<file path="config.mk">
export PLATFORM = sky130hd
export DESIGN_NAME = pwm_multi_channel
export DESIGN_NICKNAME = d
export VERILOG_FILES = /design/src/rtl/pwm_multi_channel.sv
export SDC_FILE = /design/constraint.sdc
export NUM_CORES = 1
export LEC_CHECK = 0
export CAP_MARGIN = 20
export CORE_UTILIZATION = 50
export DETAILED_ROUTE_END_ITERATION = 6
export PLACE_DENSITY = 0.69
export SETUP_SLACK_MARGIN = 0.2
export SKIP_CTS_REPAIR_TIMING = 1
export SLEW_MARGIN = 20
export SYNTH_ARGS = -nofsm -noshare
export SYNTH_HDL_FRONTEND = slang
export SYNTH_SLANG_ARGS = --single-unit
</file>
<file path="constraint.sdc">
create_clock -name clk -period 9.3 [get_ports clk]
set_clock_uncertainty 0.05 [all_clocks]
set_input_delay 1.395 -clock clk [delete_from_list [all_inputs] [get_ports clk]]
set_output_delay 1.395 -clock clk [all_outputs]
set_load 0.02 [all_outputs]
</file>
<file path="src/rtl/pwm_multi_channel.sv">
// pwm_multi_channel
// Multi-channel PWM generator driven by one shared period counter. Each
// channel has debounced increase/decrease buttons feeding a pending duty
// that is copied to the active duty only at the period boundary, so a pulse
// in progress is never cut short or stretched. Channels can be phase
// staggered and the whole block can run edge- or center-aligned.
module pwm_multi_channel #(
   parameter int CHANNELS   = 4,
   parameter int CNT_W      = 4,
   parameter int PERIOD     = 10,
   parameter int DUTY_INIT  = 5,
   parameter int STEP       = 1,
   parameter int DEB_DIV    = 2,
   parameter int PHASE_STEP = 0
) (
   input  logic                      clk,
   input  logic                      rst_n,
   input  logic [CHANNELS-1:0]       inc_btn,
   input  logic [CHANNELS-1:0]       dec_btn,
   input  logic                      center_mode,
   output logic [CHANNELS-1:0]       pwm_out,
   output logic [CHANNELS*CNT_W-1:0] duty_act,
   output logic                      period_start
);

   localparam int DEB_W = (DEB_DIV > 1) ? $clog2(DEB_DIV) : 1;
   localparam int DW    = CNT_W + 1;   // duty arithmetic, room for +STEP
   localparam int PW    = CNT_W + 4;   // phase arithmetic, room for offsets

   logic [DEB_W-1:0]    deb_cnt;
   logic                tick;
   logic [CHANNELS-1:0] inc_s1, inc_s2, dec_s1, dec_s2;
   logic [CHANNELS-1:0] inc_press, dec_press;
   logic [CNT_W-1:0]    cnt;
   logic                last_cnt;
   logic                mode_act;
   logic [CHANNELS-1:0] high;

   assign tick      = (deb_cnt == DEB_W'(DEB_DIV - 1));
   assign last_cnt  = (cnt == CNT_W'(PERIOD - 1));
   assign inc_press = inc_s1 & ~inc_s2 & {CHANNELS{tick}};
   assign dec_press = dec_s1 & ~dec_s2 & {CHANNELS{tick}};

   // Debounce tick divider, free-running 0..DEB_DIV-1.
   // NOTE: all clocked state uses non-blocking assignments so every flop
   // samples pre-edge values regardless of block ordering.
   always_ff @(posedge clk or negedge rst_n) begin
      if (!rst_n)    deb_cnt <= '0;
      else if (tick) deb_cnt <= '0;
      else           deb_cnt <= deb_cnt + 1'b1;
   end

   // Two-stage button sampler advanced only on ticks; a rising s1/s2 pair is a press.
   always_ff @(posedge clk or negedge rst_n) begin
      if (!rst_n) begin
         inc_s1 <= '0;
         inc_s2 <= '0;
         dec_s1 <= '0;
         dec_s2 <= '0;
      end else if (tick) begin
         inc_s1 <= inc_btn;
         inc_s2 <= inc_s1;
         dec_s1 <= dec_btn;
         dec_s2 <= dec_s1;
      end
   end

   // Shared period counter, latched mode, and registered channel outputs.
   always_ff @(posedge clk or negedge rst_n) begin
      if (!rst_n) begin
         cnt          <= '0;
         mode_act     <= 1'b0;
         pwm_out      <= '0;
         period_start <= 1'b0;
      end else begin
         cnt          <= last_cnt ? '0 : cnt + 1'b1;
         pwm_out      <= high;
         period_start <= (cnt == '0);
         if (last_cnt) mode_act <= center_mode;
      end
   end

   for (genvar i = 0; i < CHANNELS; i++) begin : g_ch
      // Channel offset reduced once at elaboration so runtime wrap is a single subtract.
      localparam int OFFSET = (i * PHASE_STEP) % PERIOD;

      logic [CNT_W-1:0] duty_next_r, duty_act_r, upd_w;
      logic [DW-1:0]    cur_w, up_w;
      logic [PW-1:0]    sum_w, p_w, d_w, lo_w;

      assign cur_w = {1'b0, duty_next_r};
      assign up_w  = cur_w + DW'(STEP);

      // Saturating pending-duty update; simultaneous inc and dec cancel out.
      // NOTE: upd_w gets its hold value first so no path leaves it unassigned
      // and no latch is inferred.
      always_comb begin
         upd_w = duty_next_r;
         if (inc_press[i] && !dec_press[i])
            upd_w = (up_w > DW'(PERIOD)) ? CNT_W'(PERIOD) : up_w[CNT_W-1:0];
         else if (dec_press[i] && !inc_press[i])
            upd_w = (cur_w < DW'(STEP)) ? '0 : CNT_W'(cur_w - DW'(STEP));
      end

      // Pending duty tracks presses; active duty changes only at the boundary.
      always_ff @(posedge clk or negedge rst_n) begin
         if (!rst_n) begin
            duty_next_r <= CNT_W'(DUTY_INIT);
            duty_act_r  <= CNT_W'(DUTY_INIT);
         end else begin
            duty_next_r <= upd_w;
            if (last_cnt) duty_act_r <= duty_next_r;
         end
      end

      assign sum_w = PW'(cnt) + PW'(OFFSET);
      assign p_w   = (sum_w >= PW'(PERIOD)) ? (sum_w - PW'(PERIOD)) : sum_w;
      assign d_w   = PW'(duty_act_r);
      assign lo_w  = (PW'(PERIOD) - d_w) >> 1;

      // Edge mode: high for the first d phase slots; center mode: window [lo, lo+d).
      assign high[i] = mode_act ? ((p_w >= lo_w) && (p_w < (lo_w + d_w)))
                                : (p_w < d_w);

      assign duty_act[i*CNT_W +: CNT_W] = duty_act_r;
   end

endmodule

</file>
# --- Yosys cells after proc, flatten, opt, wreduce, memory -nomap -nowiden ---
# Cells that the tools add are included.
op_classes:
  add_sub_neg: 19
  bitwise_logic: 6
  eq_ne: 1
  muxes: 23
  n_reduce_logical: 25
  magnitude_cmp: 21
ops:
  columns: ["op", "count"]
  rows:
  - ["4-bit 2-to-1 mux", 17]
  - ["7-bit by 4-bit adder with 8-bit output", 4]
  - ["8-bit by 7-bit >= comparator with 1-bit output", 4]
  - ["8-bit by 4-bit < comparator with 1-bit output", 4]
  - ["8-bit < comparator", 4]
  - ["4-bit by 1-bit adder with 5-bit output, second input constant", 4]
  - ["5-bit by 4-bit greater-than comparator with 1-bit output, second input constant", 4]
  - ["4-bit by 4-bit subtractor with 5-bit output, first input constant", 4]
  - ["4-bit AND", 4]
  - ["4-bit by 1-bit < comparator with 1-bit output, second input constant", 4]
  - ["4-bit by 1-bit subtractor with 4-bit output, second input constant", 4]
  - ["1-bit logical AND", 12]
  - ["1-bit logical NOT", 8]
  - ["8-bit 2-to-1 mux", 1]
  - ["4-bit inverter", 2]
  - ["2-bit nonzero test", 4]
  - ["1-bit 2-to-1 mux", 5]
  - ["4-bit by 4-bit subtractor with 5-bit output, second input constant", 1]
  - ["4-bit by 1-bit adder with 4-bit output, second input constant", 1]
  - ["4-bit == test, second input constant", 1]
  - ["4-bit >= comparator, second input constant", 1]
  - ["4-bit logical NOT", 1]
  - ["1-bit adder, second input constant", 1]
totals:
  output_inout_bits: 21
  reg_bits: 59

# --- Depth between registers and ports, before layout ---
logic_depth:
  ltp_word: 7
  depth_mapped: 14

# --- Worst setup path after synthesis ---
# OpenSTA, ideal clock, no wires.
synth_timing:
  kind: "register -> register"
  start: "register cnt[1]"
  end: "register pwm_out[3]"
  n_path_buf: 1
  t_arrival_ns: 2.933
  required_time_ns: 9.183
  setup_ns: 0.067
  path_stages_with_launch: 14
  period_less_slack_ns: 3.050
  setup_slack_ns: 6.250
  path_cell_list: "dfrtp_1 buf_6 inv_1 ha_1 inv_1 ha_1 inv_1 o21ai_0 ha_1 o21ai_0 a21oi_1 o21a_1 o2111ai_1 a32o_1"
synth_via:
  elab_chain_len: 5
synth_rtl:
  columns: ["element", "line_no", "text"]
  rows:
  - ["start: declaration", "34", "logic [CNT_W-1:0] cnt;"]
  - ["start signal: assignment", "76", "cnt <= last_cnt ? '0 : cnt + 1'b1;"]
  - ["4-bit by 4-bit subtractor with 5-bit output or 4-bit >= comparator (tied branches)", "117", "assign p_w = (sum_w >= PW'(PERIOD)) ? (sum_w - PW'(PERIOD)) : sum_w;"]
  - ["8-bit 2-to-1 mux *", "117", null]
  - ["8-bit by 7-bit >= comparator with 1-bit output or 8-bit < comparator (tied branches)", "122", "assign high[i] = mode_act ? ((p_w >= lo_w) && (p_w < (lo_w + d_w)))"]
  - ["1-bit logical AND", "122", null]
  - ["1-bit 2-to-1 mux *", "122", null]
  - ["via high[3]", "37", "logic [CHANNELS-1:0] high;"]
  - ["end signal: assignment", "77", "pwm_out <= high;"]
  - ["end: declaration", "21", "output logic [CHANNELS-1:0] pwm_out,"]
# Mark *: on every way through the listed nets, which the timed path passes. The rest lies on a longest branch.
# A chain may end at the register's enable or synchronous reset.

# --- Worst setup path after layout ---
layout_timing:
  start: "register cnt[1]"
  end: "register pwm_out[1]"
# Same word-level chain as after synthesis.

==> impl_metrics.csv <==
group,metric,value,unit
clock_network,numCtsBuffers,9,
place,numPortBuffers,31,
synth,yosysSeqAreaShare,29.6,%
min_path,hold_start,"dec_s2[2]",
power_and_ir_drop,leakage,2.63,nW
timing,fmax,294,MHz
power_and_ir_drop,switchingPower,722,uW
setup_path,cp.required,9520,ps
synth,synth-async-reset-ratio,100,%
clock_network,clkSlewWorstSetupHoldPaths,70,ps
floorplanning,fp.dieH,103,um
layout,nets,680,
timing,hold_viol_final,0,
synth,synth_warnings,0,
global_route,grt_pass1_wl,17800,um
timing,setup_tns,0,ps
floorplanning,ioPinCount,32,
routing,dr.pass1.iters,4,
clock_network,cts_root_buffer,"clkbuf_8",
timing,finalCritPeriodShare,36.6,%
layout,final.fill_count,875,
clock_network,h-tree-depth,3,
layout,most-common-layout-cells,"89 x ha_1, 50 x inv_1, 49 x o21ai_0, 43 x dfrtp_1, 34 x a21oi_1",
routing,via_count,3973,
layout,drive_above_1_share,11.3,%
synth,synth.distinct_cells,59,
power_and_ir_drop,ir_drop,0.121,mV
synth,syn_area_per_cell,9.31,sq um
synth,synth_edf_count,0,
global_route,grt.busiest_layer,"met2",
layout,final-seq-area,1500,sq um
clock_network,clock_latency,330,ps
routing,drt_iter0_markers,160,
power_and_ir_drop,seqPwrFrac,29.1,%
floorplanning,dieArea,10500,sq um
power_and_ir_drop,p_comb_share,58.8,%
global_route,grt_usage,21.0,%
clock_network,cts_tree,"yes",
power_and_ir_drop,intPower,898,uW
synth,synth_area,5050,sq um
floorplanning,dieWidth,103,um
synth,ys_ff_latch,59,
timing,drv_slew,0,
synth,synthFlopType,"dfrtp_1",
setup_path,cp_slowest_cell,"o21ai_0",
power_and_ir_drop,power_density,287,nW/um^2
routing,drt-total-wl,9930,um
routing,post_drt_wl_per_cell,13.9,um
global_route,grt_max_degree,60,
power_and_ir_drop,switching_share,44.5,%
layout,fin_area,5640,sq um
timing,finalSetupViolCount,0,
timing,slew_headroom,33.2,%
job,max-cap-violations,0,
setup_path,startpoint,"cnt[1]",
timing,whs,453,ps
timing,rsz0062_at_grt,"false",
layout,diodes,0,
floorplanning,initial_core_util,51.7,%
layout,final_common_cell,"ha_1",
global_route,grt_util_met3,2.58,%
global_route,met2_usage,34.5,%
place,placed_area,5480,sq um
setup_path,cp-start-kind,"register",
routing,drc_errors,0,
clock_network,cts_num_sinks,59,
global_route,antenna_found_initial,0,
global_route,grt_pass1_vias,3951,
timing,tightestPinTransition,998,ps
timing,layout_setup_ws,5890,ps
setup_path,slowest_delay,750,ps
power_and_ir_drop,clkPwrFrac,12.1,%
timing,period_needed,3410,ps
setup_path,worstSetupPathType,"register to register",
layout,final_util,57.7,%
setup_path,path_cells,"inv_1 -> ha_1 -> inv_1 -> ha_1 -> inv_1 -> o21ai_0 -> buf_4 -> ha_1 -> o21ai_0 -> a21oi_1 -> o21a_1 -> o2111ai_1 -> a32o_1",
floorplanning,core,9770,sq um
setup_path,arrival,3630,ps
setup_path,path_max_fanout,10,
global_route,grt.overflow.total,0,
min_path,hold_class,"register to register",
layout,multi_input_area,3290,sq um
layout,syn_to_final_growth,11.6,%
routing,viasPerCell,5.56,
place,finalWeightedCongestion,0.897,
global_route,use_met1,28.3,%
clock_network,clockBufferDepth,2,
setup_path,rr_startpoint,"cnt[1]",
routing,ant_nets,0,
place,dp_slack,5870,ps
place,hpwl,7360,um
setup_path,crit_path_end_kind,"register",
status,outcome,"finished clean",
synth,syn_inst,543,
floorplanning,rows,36,
==> metrics by stage <==
step           cells  power, mW
3_5_place_dp     699       1.42
3_3_place_gp     699       1.39
6_report         715       1.62
5_1_grt          715       1.79
4_1_cts          715       1.63
2_1_floorplan    546       1.17
==> power by group through the flow <==
stage / Sequential, mW / Clock [mW] / Combinational, mW
final: 0.471 / 0.196 / 0.953
after global routing: 0.488 / 0.210 / 1.10
after CTS: 0.470 / 0.202 / 0.954
after detailed placement: 0.474 / 0 / 0.943
after global placement: 0.471 / 0 / 0.916
after floorplan: 0.478 / 0 / 0.687
==> critical path: cells and delay by family, from the launching register on <==
| family | cells | cell delay, ps |
|---|---|---|
| AOI/OAI and AO/OA | 6 | 1500 |
| adders and majority gates | 3 | 660 |
| buffers and inverters | 4 | 600 |
| DFF | 1 | 540 |
==> registers in the layout, summed over array words and instances (netlist names), 4 cells and up <==
signal / flops
dec_s1: 4
cnt: 4
dec_s2: 4
g_ch.duty_next_r: 16
inc_s1: 4
g_ch.duty_act_r: 16
pwm_out: 4
inc_s2: 4
==> metal layers <==
metal	vias up	routed length [um]	share of wire (%)
met3	15	240	2.4
met2	55	4540	46
met4	0	174	1.8
met1	1892	4980	50
li1	2011	-	-
met5	-	0	0
==> area by class of cell <==
cell class / instances / share of cell area, %
multi-input cells: 420 / 58.3
clock inverters: 6 / 0.577
repair buffers: 34 / 5.81
inverters: 53 / 3.53
clock buffers: 10 / 2.26
flip-flops and latches: 59 / 26.5
well taps: 133 / 2.95
==> cells by family after synthesis <==
logic type      Yosys count  share of synthesized area, %
mux                      20                          4.43
flops                    59                          29.6
xor+xnor                 27                          4.68
simple gates            122                          12.7
compound gates          155                          19.8
buf+inv                  67                          5.52
fa+ha+maj                92                          23.2
other cells               1                        0.0742
==> final timing paths <==
check / slack [ps] / to / cells past startpoint
setup reg to reg: 5890 / pwm_out[1] / 13
setup / recovery: 5890 / pwm_out[1] / 13
min in group asynchronous: 1160 / pwm_out[1] / 2
hold reg to reg: 450 / dec_s2[2] / 1
max in group asynchronous: 7530 / deb_cnt / 2
hold / removal: 450 / dec_s2[2] / 1
==> cell usage after synthesis, types with 2 or more instances <==
cell	count	share of area, %
ha_1	89	22
buf_2	6	0.59
o21ai_0	49	4.9
o311ai_1	2	0.35
buf_6	2	0.45
a21oi_1	34	3.4
a2bb2oi_1	4	0.69
nor3b_1	3	0.45
o21ai_1	3	0.30
inv_1	50	3.7
a21boi_0	4	0.59
xor2_1	6	1.0
nor4_1	2	0.25
o2111ai_1	4	0.69
nand2_1	33	2.5
fa_1	3	1.2
a21o_1	9	1.3
o31ai_1	3	0.45
nand2b_1	15	1.9
a31oi_1	4	0.49
nor2_1	20	1.5
mux2_2	19	4.2
nand3_1	16	1.6
dfstp_2	16	8.3
dfrtp_1	43	21
a311oi_1	2	0.35
nor3_1	10	0.99
a211o_1	11	1.9
o21ai_2	3	0.52
nand3b_1	5	0.74
or3_1	4	0.49
o22ai_1	2	0.25
o21a_1	10	1.5
a32o_1	4	0.79
inv_2	3	0.22
xnor2_1	21	3.6
clkbuf_1	3	0.22
nor4b_1	5	0.87
Power figures use the tool's default switching activity.
